===== config.mk =====
export PLATFORM = sky130hd
export DESIGN_NAME = uart_echo_responder_flat
export DESIGN_NICKNAME = d
export VERILOG_FILES = /design/src/rtl/uart_echo_responder_if.sv /design/src/rtl/uart_echo_responder.sv /design/src/flat_wrapper.sv
export SDC_FILE = /design/constraint.sdc
export NUM_CORES = 1
export LEC_CHECK = 0
export ABC_CLOCK_PERIOD_IN_PS = 2600
export CORE_AREA = 2 2 102 104
export CTS_BUF_LIST = sky130_fd_sc_hd__clkbuf_8
export CTS_CLUSTER_SIZE = 8
export DETAILED_ROUTE_END_ITERATION = 6
export DIE_AREA = 0 0 104 106
export PLACE_DENSITY = 0.66
export SLEW_MARGIN = 20
export SYNTH_ARGS = -nofsm -noshare
export SYNTH_HDL_FRONTEND = slang
export SYNTH_SLANG_ARGS = --single-unit

===== constraint.sdc =====
create_clock -name clk -period 2.6 [get_ports clk]
set_input_delay 0.52 -clock clk [delete_from_list [all_inputs] [get_ports clk]]
set_output_delay 0.52 -clock clk [all_outputs]
set_load 0.03 [all_outputs]

===== src/rtl/uart_echo_responder_if.sv =====
// Serial line and status bundle for the UART echo responder.
// master = link tester side, slave = responder.
interface uart_echo_responder_if;
  logic       rx;
  logic       tx_en;
  logic       tx;
  logic [7:0] rx_data;
  logic       rx_ready;
  logic       frame_err;
  logic       overflow;
  logic       busy;

  modport master (
    output rx, tx_en,
    input  tx, rx_data, rx_ready,
    input  frame_err, overflow, busy
  );

  modport slave (
    input  rx, tx_en,
    output tx, rx_data, rx_ready,
    output frame_err, overflow, busy
  );
endinterface


===== src/rtl/uart_echo_responder.sv =====
// Far-end UART node: receives 8N1 bytes, queues them and
// echoes each one (XOR-masked) back on tx.
module uart_echo_responder #(
  parameter int         CLK_FREQ   = 50_000_000,
  parameter int         BAUD       = 115200,
  parameter int         FIFO_DEPTH = 4,
  parameter logic [7:0] ECHO_XOR   = 8'h00
) (
  input logic clk,
  input logic rst,
  uart_echo_responder_if.slave io
);

  localparam int CPB = CLK_FREQ / BAUD;
  localparam int CW  = $clog2(CPB);
  localparam int AW  = $clog2(FIFO_DEPTH);
  localparam logic [CW-1:0] HALF = CW'(CPB / 2 - 1);
  localparam logic [CW-1:0] LAST = CW'(CPB - 1);

  typedef enum logic [2:0] {
    R_IDLE, R_START, R_DATA, R_STOP, R_WAIT
  } rx_state_t;

  typedef enum logic [1:0] {
    T_IDLE, T_START, T_DATA, T_STOP
  } tx_state_t;

  rx_state_t rx_state_q, rx_state_d;
  tx_state_t tx_state_q, tx_state_d;

  logic          rx_meta, rx_sync;
  logic [CW-1:0] rx_cnt;
  logic [2:0]    rx_bit;
  logic [7:0]    rx_sh;
  logic          rx_tick, rx_good, rx_bad, rx_cnt_clr;
  logic [7:0]    rx_data_q;
  logic          rx_ready_q, frame_err_q, overflow_q;

  logic [7:0]    mem [FIFO_DEPTH];
  logic [AW:0]   wr_ptr, rd_ptr;
  logic          fifo_empty, fifo_full, push_ok;
  logic [7:0]    head;

  logic [CW-1:0] tx_cnt;
  logic [2:0]    tx_bit;
  logic [7:0]    tx_sh;
  logic          tx_q;
  logic          tx_go, tx_pop, tx_tick;
  logic          tx_shift, tx_mark;

  // rx is asynchronous; sync flops idle high so reset never looks like a start
  always_ff @(posedge clk or posedge rst) begin
    if (rst) begin
      rx_meta <= 1'b1;
      rx_sync <= 1'b1;
    end else begin
      rx_meta <= io.rx;
      rx_sync <= rx_meta;
    end
  end

  always_ff @(posedge clk or posedge rst) begin
    if (rst) rx_state_q <= R_IDLE;
    else     rx_state_q <= rx_state_d;
  end

  always_comb begin
    rx_state_d = rx_state_q;
    unique case (rx_state_q)
      R_IDLE:
        if (!rx_sync) rx_state_d = R_START;
      R_START:
        if (rx_cnt == HALF)
          rx_state_d = rx_sync ? R_IDLE : R_DATA;
      R_DATA:
        if (rx_cnt == LAST && rx_bit == 3'd7)
          rx_state_d = R_STOP;
      R_STOP:
        if (rx_cnt == LAST)
          rx_state_d = rx_sync ? R_IDLE : R_WAIT;
      R_WAIT:
        if (rx_sync) rx_state_d = R_IDLE;
      default: rx_state_d = R_IDLE;
    endcase
  end

  always_comb begin
    rx_tick    = 1'b0;
    rx_good    = 1'b0;
    rx_bad     = 1'b0;
    rx_cnt_clr = 1'b0;
    if (rx_cnt == LAST) begin
      rx_tick = (rx_state_q == R_DATA);
      rx_good = (rx_state_q == R_STOP) && rx_sync;
      rx_bad  = (rx_state_q == R_STOP) && !rx_sync;
    end
    rx_cnt_clr = rx_tick || (rx_state_d != rx_state_q);
  end

  always_ff @(posedge clk or posedge rst) begin
    if (rst) begin
      rx_cnt      <= '0;
      rx_bit      <= '0;
      rx_sh       <= '0;
      rx_data_q   <= '0;
      rx_ready_q  <= 1'b0;
      frame_err_q <= 1'b0;
      overflow_q  <= 1'b0;
    end else begin
      rx_cnt <= rx_cnt_clr ? '0 : rx_cnt + 1'b1;
      if (rx_state_q != R_DATA) rx_bit <= '0;
      else if (rx_tick)         rx_bit <= rx_bit + 3'd1;
      if (rx_tick) rx_sh <= {rx_sync, rx_sh[7:1]};
      if (rx_good) rx_data_q <= rx_sh;
      rx_ready_q  <= rx_good;
      frame_err_q <= rx_bad;
      overflow_q  <= rx_good && !push_ok;
    end
  end

  // a pop in the same cycle frees the slot, so a full FIFO still accepts
  assign fifo_empty = (wr_ptr == rd_ptr);
  assign fifo_full  = (wr_ptr[AW] != rd_ptr[AW]) &&
                      (wr_ptr[AW-1:0] == rd_ptr[AW-1:0]);
  assign push_ok    = rx_good && (!fifo_full || tx_pop);
  assign head       = mem[rd_ptr[AW-1:0]];

  always_ff @(posedge clk) begin
    if (push_ok) mem[wr_ptr[AW-1:0]] <= rx_sh;
  end

  always_ff @(posedge clk or posedge rst) begin
    if (rst) begin
      wr_ptr <= '0;
      rd_ptr <= '0;
    end else begin
      if (push_ok) wr_ptr <= wr_ptr + 1'b1;
      if (tx_pop)  rd_ptr <= rd_ptr + 1'b1;
    end
  end

  assign tx_go   = io.tx_en && !fifo_empty;
  assign tx_tick = (tx_state_q != T_IDLE) && (tx_cnt == LAST);

  always_ff @(posedge clk or posedge rst) begin
    if (rst) tx_state_q <= T_IDLE;
    else     tx_state_q <= tx_state_d;
  end

  always_comb begin
    tx_state_d = tx_state_q;
    unique case (tx_state_q)
      T_IDLE:
        if (tx_go) tx_state_d = T_START;
      T_START:
        if (tx_tick) tx_state_d = T_DATA;
      T_DATA:
        if (tx_tick && tx_bit == 3'd7)
          tx_state_d = T_STOP;
      T_STOP:
        if (tx_tick)
          tx_state_d = tx_go ? T_START : T_IDLE;
      default: tx_state_d = T_IDLE;
    endcase
  end

  // the end of a stop bit may chain straight into the next start bit
  always_comb begin
    tx_pop   = 1'b0;
    tx_shift = 1'b0;
    tx_mark  = 1'b0;
    unique case (tx_state_q)
      T_IDLE:  tx_pop   = tx_go;
      T_START: tx_shift = tx_tick;
      T_DATA: begin
        tx_shift = tx_tick && (tx_bit != 3'd7);
        tx_mark  = tx_tick && (tx_bit == 3'd7);
      end
      T_STOP:  tx_pop   = tx_tick && tx_go;
      default: ;
    endcase
  end

  always_ff @(posedge clk or posedge rst) begin
    if (rst) begin
      tx_q   <= 1'b1;
      tx_cnt <= '0;
      tx_bit <= '0;
      tx_sh  <= '0;
    end else begin
      tx_cnt <= (tx_pop || tx_tick) ? '0 : tx_cnt + 1'b1;
      unique case (1'b1)
        tx_pop: begin
          tx_sh  <= head ^ ECHO_XOR;
          tx_bit <= '0;
          tx_q   <= 1'b0;
        end
        tx_shift: begin
          tx_q  <= tx_sh[0];
          tx_sh <= {1'b0, tx_sh[7:1]};
          if (tx_state_q == T_DATA)
            tx_bit <= tx_bit + 3'd1;
        end
        tx_mark: tx_q <= 1'b1;
        default: ;
      endcase
    end
  end

  assign io.tx        = tx_q;
  assign io.rx_data   = rx_data_q;
  assign io.rx_ready  = rx_ready_q;
  assign io.frame_err = frame_err_q;
  assign io.overflow  = overflow_q;
  assign io.busy      = (rx_state_q != R_IDLE) ||
                        (tx_state_q != T_IDLE) ||
                        !fifo_empty;

endmodule

===== src/flat_wrapper.sv =====
// flat-port wrapper written by rule: the top's interface ports become plain ports
module uart_echo_responder_flat 
#(
  parameter int         CLK_FREQ   = 50_000_000,
  parameter int         BAUD       = 115200,
  parameter int         FIFO_DEPTH = 4,
  parameter logic [7:0] ECHO_XOR   = 8'h00
)
  (clk, rst, io_rx, io_tx_en, io_tx, io_rx_data, io_rx_ready, io_frame_err, io_overflow, io_busy);
  uart_echo_responder_if io_i ();
  input logic clk;
  input logic rst;
  input wire logic [$bits(io_i.rx)-1:0] io_rx;
  input wire logic [$bits(io_i.tx_en)-1:0] io_tx_en;
  output wire logic [$bits(io_i.tx)-1:0] io_tx;
  output wire logic [$bits(io_i.rx_data)-1:0] io_rx_data;
  output wire logic [$bits(io_i.rx_ready)-1:0] io_rx_ready;
  output wire logic [$bits(io_i.frame_err)-1:0] io_frame_err;
  output wire logic [$bits(io_i.overflow)-1:0] io_overflow;
  output wire logic [$bits(io_i.busy)-1:0] io_busy;
  assign io_i.rx = io_rx;
  assign io_i.tx_en = io_tx_en;
  assign io_tx = io_i.tx;
  assign io_rx_data = io_i.rx_data;
  assign io_rx_ready = io_i.rx_ready;
  assign io_frame_err = io_i.frame_err;
  assign io_overflow = io_i.overflow;
  assign io_busy = io_i.busy;
  uart_echo_responder #(.CLK_FREQ(CLK_FREQ), .BAUD(BAUD), .FIFO_DEPTH(FIFO_DEPTH), .ECHO_XOR(ECHO_XOR)) u_core (.clk(clk), .rst(rst), .io(io_i));
endmodule

==> metrics.yaml <==
status: "complete, no violations"
ys_async_sr_fraction_pct: 67.01
grt_overflow: 0
dr.pass1.iters: 4
ys.flop_type: "dfrtp_1"
syn_area_per_cell_sq_um: 12.91
root_buffer: "clkbuf_8"
powerDensity_nw_per_um2: 734.3
crit_required_ps: 2080
clk_latency_ps: 380
coreArea_sq_um: 10000
rsz0062_at_grt: "no"
drc: 0
multi_input_area_sq_um: 1722
final_nets: 389
synthDominantCellAreaShare_pct: 34.93
r2r_end: "u_core.mem[1][2]"
vias: 2568
cp_top_family: "flip-flops"
area_delta_synth_final_pct: 11.69
cts_tree: "done"
path_buf_inv: 1
grt_first_pass_wirelength_microns: 12850
crit_end: "io_busy"
reg2reg_depth: 6
fp.dieH_microns: 106
most-common-layout-cells: "dfrtp_1, edfxtp_1, nor2_1, nand2_1, ha_1"
yosysSeqAreaShare_pct: 58.34
start_kind: "register"
finalPower_uw: 3643
worst-path-max-fanout: 11
ys_warn_count: 0
antenna_found_initial: 0
fin_crit_sh_pct: 90.30
fmaxAchievable_mhz: 425.9
cts_buffers: 9
gp_congestion: 0.8239
ioPinCount: 17
timing.rr.start: "u_core.tx_state_q[0]"
ys_ff_latch: 97
hold_path_class: "register to register"
ant_nets: 0
netlist_instances: 344
final_common_cell: "dfrtp_1"
cp_slowest_cell: "dfrtp_2"
maxCapViolCount: 0
ir_worst_vdd_mv: 0.3184
htreeDepth: 3
grt_use_total_pct: 14.72
grt_max_degree: 66
drive_gt1_share_pct: 16.44
clk_path_buf_depth: 2
grt_pass1_vias: 2679
postCtsHoldBufs: 0
clkTransAtPathRegs_ps: 110
nFillCells: 894
final_max_slew_viol_count: 0
register_area_sq_um: 2592
synthesis.area_sq_um: 4442
cpPeakStageDelay_ps: 510
drt-initial-drc-count: 192
setup.worst_path.class: "register to output pin"
synth_cell_types: 52
arrival_ps: 1830
synth_top_cell_by_area: "dfrtp_1"
finalSetupViolCount: 0
drt_wl_total_microns: 7244
worstSetupStartpoint: "u_core.rd_ptr[1]"
timing_hold_violations_final: 0
skew_ps: 12.46
synthTopCellsByArea: "dfrtp_1, edfxtp_1, ha_1"
initial_core_util_pct: 44.42
core.rowCount: 37
die_w_microns: 104
tightest_slew_ps: 712.9
drt-wirelength-per-cell_microns: 14.29
end_kind: "output pin"
leakagePower_uw: 0.002139
syn-num-nets: 367
die_area_sq_um: 11020
synth_edf_count: 32
io_buffers: 16
path_depth: 4
fin_crit_ps: 2348
rrSetupSlack_ps: 380
diodes: 0
path_cells: "xor2_1 > nor3_2 > nand4b_1 > dlygate4sd2_1"
cts.sinks: 97
dpl.hpwl_microns: 5037
avgViaCountPerCell: 5.065
setup_tns_ps: 0
slew_headroom_pct: 52.26
==> routing by layer <==
layer  GRT usage [%]  up-vias  wire [microns]
li1                -     1265               -
met1           19.84     1278            3512
met2           22.89       17            3441
met3           2.882        8             151
met4           7.432        0             139
met5               0        -               0
==> worst reg2reg max path, cell delays in order, from the launching register on <==
cell	delay [ps]
dfrtp_1	430
inv_1	110
ha_1	360
nand2b_1	230
o211ai_1	220
buf_4	170
and3_1	370
==> cell usage after synthesis (all sizes together) (5+ instances only) <==
library cell,instances
nand3,9
inv,17
nand2,26
xor2,11
o21ai,14
dfrtp,62
ha,19
buf,7
and3,5
xnor2,11
nand2b,5
edfxtp,32
mux2i,10
nor2,27
mux4,8
mux2,17
nor3,10
nand4b,5
a21oi,12
==> final cells by class <==
class / count / area share (%)
multi-input combinational: 219 / 34.70
timing repair buffer: 22 / 4.363
sequential: 97 / 52.26
clock buffer: 9 / 2.497
tap: 136 / 3.430
inverter: 17 / 1.286
clock inverter: 7 / 1.463
==> how the worst min path moves through the flow <==
stage,from,end,slack (ps),cells after the start
after global placement,u_core.rx_meta,u_core.rx_sync,350,0
after floorplan,u_core.rx_meta,u_core.rx_sync,350,0
after detailed placement,u_core.rx_meta,u_core.rx_sync,350,0
after CTS,u_core.rx_meta,u_core.rx_sync,360,0
final,u_core.rx_meta,u_core.rx_sync,360,0
after global routing,u_core.rx_meta,u_core.rx_sync,370,0
==> registers in the layout, indices dropped and copies added, names as in the netlist, 2 cells and up <==
signal	cells
u_core.rx_state_q	3
u_core.tx_state_q	2
u_core.tx_sh	8
u_core.rx_bit	3
u_core.mem	32
u_core.tx_bit	3
u_core.rx_cnt	9
u_core.io.rx_data	8
u_core.wr_ptr	3
u_core.rd_ptr	3
u_core.rx_sh	8
u_core.tx_cnt	9
==> kinds of logic (layout without fill, tap and decap cells) <==
family | count (synthesis) | after routing | synth area share [%]
AOI/OAI and AO/OA | 38 | 38 | 5.240
DFF | 97 | 97 | 58.34
muxes | 35 | 35 | 10.62
xor gates and xnor gates | 22 | 22 | 4.507
adders and majority gates | 19 | 19 | 5.352
buffers and inverters | 28 | 55 | 2.901
and+or+nand+nor | 105 | 105 | 13.04
==> metrics by stage <==
step / utilization [%] / setup slack, ps / cells / hold WS (ps) / cell area, sq um
6_report: 49.61 / 252.2 / 507 / 361.8 / 4961
5_1_grt: 49.61 / 122.0 / 507 / 372.6 / 4961
4_1_cts: 49.61 / 206.5 / 507 / 362.3 / 4961
3_5_place_dp: 47.65 / 319.0 / 491 / 346.8 / 4765
3_3_place_gp: 47.65 / 324.2 / 491 / 346.6 / 4765
2_1_floorplan: - / 458.5 / 344 / 345.2 / 4442
==> where the power goes <==
part	total, uW	leakage, uW	switching, uW	internal [uW]
Combinational	778	0.000824	396	382
Clock	957	0.0000970	580	377
Sequential	1910	0.00122	163	1740
==> what timing repair did <==
action / in CTS / in global routing
gates resized for setup: 2 / 0
setup endpoints to repair: 1 / 0
buffers inserted: 0 / 0
No activity file was read; power rests on OpenSTA's default activity.
